File: src/rtl/cla_pkg.sv
// Shared constants and the look-ahead carry function used at both the
// bit level (inside each group) and the group level (across groups).
package cla_pkg;

   localparam int DEFAULT_WIDTH = 4;
   localparam int DEFAULT_GROUP = 4;

   // Widest g/p vector the look-ahead function handles. This limits both the
   // bits in one group and the number of groups.
   localparam int MAX_LANES = 16;

   // Carries c[0..MAX_LANES] from generate/propagate vectors and a carry-in.
   // Each c[k] is built as a flat sum of products:
   //   g[k-1] | p[k-1]g[k-2] | ... | p[k-1..0]cin
   // so there is no ripple dependency between the carries.
   function automatic logic [MAX_LANES:0] lookahead(
      input logic [MAX_LANES-1:0] g,
      input logic [MAX_LANES-1:0] p,
      input logic                 cin
   );
      logic [MAX_LANES:0] c;
      logic               term;
      c    = '0;
      c[0] = cin;
      for (int k = 1; k <= MAX_LANES; k++) begin
         c[k] = g[k-1];
         term = p[k-1];
         for (int j = k - 2; j >= 0; j--) begin
            c[k] = c[k] | (term & g[j]);
            term = term & p[j];
         end
         c[k] = c[k] | (term & cin);
      end
      return c;
   endfunction

endpackage

File: src/rtl/cla_group.sv
// GROUP-bit carry-look-ahead leaf. This block is purely combinational and
// exports its group generate/propagate signals to the second look-ahead level.
module cla_group
   import cla_pkg::*;
#(
   parameter int GROUP = DEFAULT_GROUP
) (
   input  logic [GROUP-1:0] a,
   input  logic [GROUP-1:0] b,
   input  logic             cin,
   output logic [GROUP-1:0] sum,
   output logic             group_g,
   output logic             group_p
);

   logic [GROUP-1:0] g;
   logic [GROUP-1:0] p;
   logic [GROUP-1:0] c;

   assign g = a & b;
   assign p = a ^ b;

   // Only the carries into each bit are needed here. The carry out of the
   // group comes from the upper level instead.
   assign c   = GROUP'(lookahead(MAX_LANES'(g), MAX_LANES'(p), cin));
   assign sum = p ^ c;

   // Group generate is the group carry-out with a zero carry-in.
   assign group_g = 1'(lookahead(MAX_LANES'(g), MAX_LANES'(p), 1'b0) >> GROUP);
   assign group_p = &p;

endmodule

File: src/rtl/carry_look_ahead_adder.sv
// Registered two-level carry-look-ahead adder: {Cout,Sum} = A + B + Cin,
// one result per clock with a fixed one-cycle latency.
module carry_look_ahead_adder
   import cla_pkg::*;
#(
   parameter int WIDTH = DEFAULT_WIDTH,
   parameter int GROUP = DEFAULT_GROUP
) (
   input  logic             clk,
   input  logic             rst_n,
   input  logic             in_valid,
   input  logic [WIDTH-1:0] A,
   input  logic [WIDTH-1:0] B,
   input  logic             Cin,
   output logic [WIDTH-1:0] Sum,
   output logic             Cout,
   output logic             out_valid
);

   localparam int NGROUPS = WIDTH / GROUP;

   if (WIDTH < 1 || GROUP < 1 || (WIDTH % GROUP) != 0 ||
       GROUP > MAX_LANES || NGROUPS > MAX_LANES) begin : g_bad_cfg
      $error("carry_look_ahead_adder: unsupported WIDTH/GROUP combination");
   end

   logic [NGROUPS-1:0] grp_g;
   logic [NGROUPS-1:0] grp_p;
   logic [NGROUPS:0]   grp_c;
   logic [WIDTH-1:0]   sum_next;

   // Second look-ahead level: the carry into each group comes straight from
   // the group G/P values and Cin, so no carry passes through a group.
   assign grp_c = (NGROUPS + 1)'(lookahead(MAX_LANES'(grp_g), MAX_LANES'(grp_p), Cin));

   for (genvar gi = 0; gi < NGROUPS; gi++) begin : g_grp
      cla_group #(
         .GROUP (GROUP)
      ) u_grp (
         .a       (A[gi*GROUP +: GROUP]),
         .b       (B[gi*GROUP +: GROUP]),
         .cin     (grp_c[gi]),
         .sum     (sum_next[gi*GROUP +: GROUP]),
         .group_g (grp_g[gi]),
         .group_p (grp_p[gi])
      );
   end

   // NOTE: state uses non-blocking assignments, and "hold" is an enable on
   // the flops rather than a missing else in combinational logic. The
   // enable therefore cannot infer a latch.
   always_ff @(posedge clk or negedge rst_n) begin
      if (!rst_n) begin
         Sum       <= '0;
         Cout      <= 1'b0;
         out_valid <= 1'b0;
      end else begin
         out_valid <= in_valid;
         if (in_valid) begin
            Sum  <= sum_next;
            Cout <= grp_c[NGROUPS];
         end
      end
   end

endmodule

File: config.mk
export PLATFORM = sky130hd
export DESIGN_NAME = carry_look_ahead_adder
export DESIGN_NICKNAME = d
export VERILOG_FILES = /design/src/rtl/cla_pkg.sv /design/src/rtl/cla_group.sv /design/src/rtl/carry_look_ahead_adder.sv
export SDC_FILE = /design/constraint.sdc
export NUM_CORES = 1
export LEC_CHECK = 0
export ABC_AREA = 1
export ABC_CLOCK_PERIOD_IN_PS = 800
export BUFFER_PORTS_ARGS = -buffer_cell sky130_fd_sc_hd__buf_2
export CORE_AREA = 10 10 47 49
export CTS_CLUSTER_DIAMETER = 60
export DETAILED_ROUTE_END_ITERATION = 16
export DIE_AREA = 0 0 57 59
export SYNTH_ARGS = -nofsm -noshare
export SYNTH_HDL_FRONTEND = slang
export SYNTH_HIERARCHICAL = 1
export SYNTH_SLANG_ARGS = --single-unit
export TNS_END_PERCENT = 100
File: constraint.sdc
create_clock -name clk -period 0.8 [get_ports clk]
set_input_delay 0.12 -clock clk [delete_from_list [all_inputs] [get_ports clk]]
set_output_delay 0.12 -clock clk [all_outputs]
set_load 0.03 [all_outputs]
==> results.json <==
{
  "drive_above_1_share_pct": 51.2,
  "vdd_drop_max_uv": 489,
  "grt_pass1_vias": 418,
  "violations": "setup timing",
  "vias": 423,
  "die_x_um": 57,
  "insertion_delay_ps": 240,
  "place_area_um2": 601,
  "setup_viol": 9,
  "register_area_um2": 150,
  "cp-start-kind": "register",
  "path_clk_slew_ps": 40,
  "p_leak_nw": 0.418,
  "slew_viol_final": 0,
  "syn_nets": 75,
  "drt_iter0_markers": 3,
  "die_h_um": 59,
  "rows": 14,
  "antenna_found_initial": 0,
  "drc": 0,
  "final_cell_mix": "nand2_1 (23), buf_6 (13), buf_4 (7)",
  "rsz0062_at_grt": "true",
  "syn2layout_area_growth_pct": 84.3,
  "hold_viol_final": 0,
  "cts.path.max_buffers": 2,
  "wl_um": 1030,
  "start_util_pct": 30.2,
  "min_path_type": "in -> reg",
  "max_cap_violations": 0,
  "finalSetupTns_ps": -535,
  "synthCells": 57,
  "pre_cts_slack_ps": -319,
  "wire_per_inst_um": 10.1,
  "cts_made_buffers": 3,
  "cpMaxStageDelayCell": "dfrtp_1",
  "finalClockSkew_ps": 0,
  "fmax_ghz": 1.12,
  "dpl.hpwl_um": 823,
  "reg2reg_depth": 3,
  "worstHoldPathCells": 1,
  "worst_slew_pin_slew_ps": 149,
  "critPathCaptureType": "output pin",
  "first_pass_iters": 3,
  "vias_per_cell": 4.15,
  "cp.depth": 1,
  "clock-root-buffer": "clkbuf_4",
  "path_delay_family": "flip-flops",
  "whs_ps": 83.4,
  "grt_max_degree": 8,
  "yosysWarnings": 6,
  "synth_cell_types": 13,
  "worstPathMaxFanout": 2,
  "timing.final.ws_setup_ps": -90.9,
  "status": "complete, but fails checks",
  "layout_commonest_cell": "nand2_1",
  "die_area_um2": 3360,
  "finish.utilization_pct": 55.6,
  "routabilityCongestion": 0.754,
  "drt.antenna.violating_nets": 0,
  "grt_usage_pct": 6.68,
  "io-pin-count": 18,
  "port_buffers": 17,
  "h-tree-depth": 1,
  "cts_tree": "built",
  "crit_required_ps": 680,
  "fin_crit_ps": 891,
  "critPathBufInv": 1,
  "gr-total-overflow": 0,
  "power_density_nw_per_um2": 1550,
  "postLayoutCellArea_um2": 779,
  "nFillCells": 123,
  "crit_type": "reg -> out",
  "nNetsFinal": 106,
  "max_slew_margin_pct": 90.0,
  "syn_area_per_cell_um2": 7.42,
  "coreArea_um2": 1400,
  "insertedDiodeCount": 0,
  "ys_seq_area_share_pct": 35.5,
  "yosys_register_bits": 6,
  "multi_input_area_um2": 298,
  "syn-cell-area_um2": 423,
  "slowest_delay_ps": 390,
  "grt_pass1_wl_um": 1750,
  "fin_crit_sh_pct": 111,
  "crit_chain": "buf_6",
  "cts_sinks": 6,
  "critPathArrivalTime_ps": 770
}
-- synth_stat cells --
cell	n	area (µm²)
xnor2_1	1	8.76
nand4_1	1	6.26
o21bai_1	1	7.51
fa_1	1	20.0
nor3_1	1	5.00
xor2_1	1	8.76
nor2_1	2	7.51
nand2_1	25	93.8
inv_1	9	33.8
nand3_1	3	15.0
dfrtp_1	6	150
ha_1	5	62.6
inv_2	1	3.75
-- worst paths after layout --
path	slack, ps	end	start
setup / recovery	-90	Sum[2]	Sum[2]
hold / removal	80	out_valid	in_valid
setup reg to reg	60	Sum[2]	Sum[2]
hold reg to reg	500	Sum[1]	Sum[1]
max in group asynchronous	420	Sum[3]	rst_n
min in group asynchronous	230	Sum[2]	rst_n
-- state kept, by name, indices dropped and copies added, names as in the netlist --
signal and flops:
out_valid 1, Sum 4, Cout 1
-- power breakdown --
group / internal, mW / switching [mW]
Combinational: 0.293 / 0.266
Sequential: 0.349 / 0.0299
Clock: 0.169 / 0.0997
-- metrics by stage --
step | cells | total power [mW]
detailed placement | 93 | 0.778
finish | 102 | 1.21
global route | 102 | 1.32
CTS | 100 | 1.17
floorplan | 57 | 0.630
global placement | 93 | 0.769
-- layer usage --
layer / GRT usage, % / wire length [µm] / share of wire [%]
met5: 0 / 0 / 0
met4: 5.03 / 0 / 0
met3: 4.51 / 113 / 11
met2: 10.1 / 522 / 51
met1: 6.36 / 394 / 38
-- timing repair --
item,CTS,global route
endpoints found under the hold margin,6,0
hold buffers,1,0
setup endpoints to repair,9,11
pin swaps,16,7
resized for setup,20,12
buffers inserted,3,2
-- cell families after synthesis --
kind of cell / share of synthesized area (%)
AO/OA/AOI/OAI: 1.78
XOR/XNOR: 4.14
adder cells (fa/ha/maj): 19.5
buffers and inverters: 8.87
flip-flops: 35.5
AND/OR/NAND/NOR: 30.2
-- area by class of cell --
cell class	count	share of cell area (%)
Clock buffer	3	2.89
Multi-Input combinational cell	41	38.2
Inverter	10	5.78
Tap cell	16	2.57
Timing Repair Buffer	26	31.3
Sequential cell	6	19.3
No activity file was read; power rests on OpenSTA's default activity.
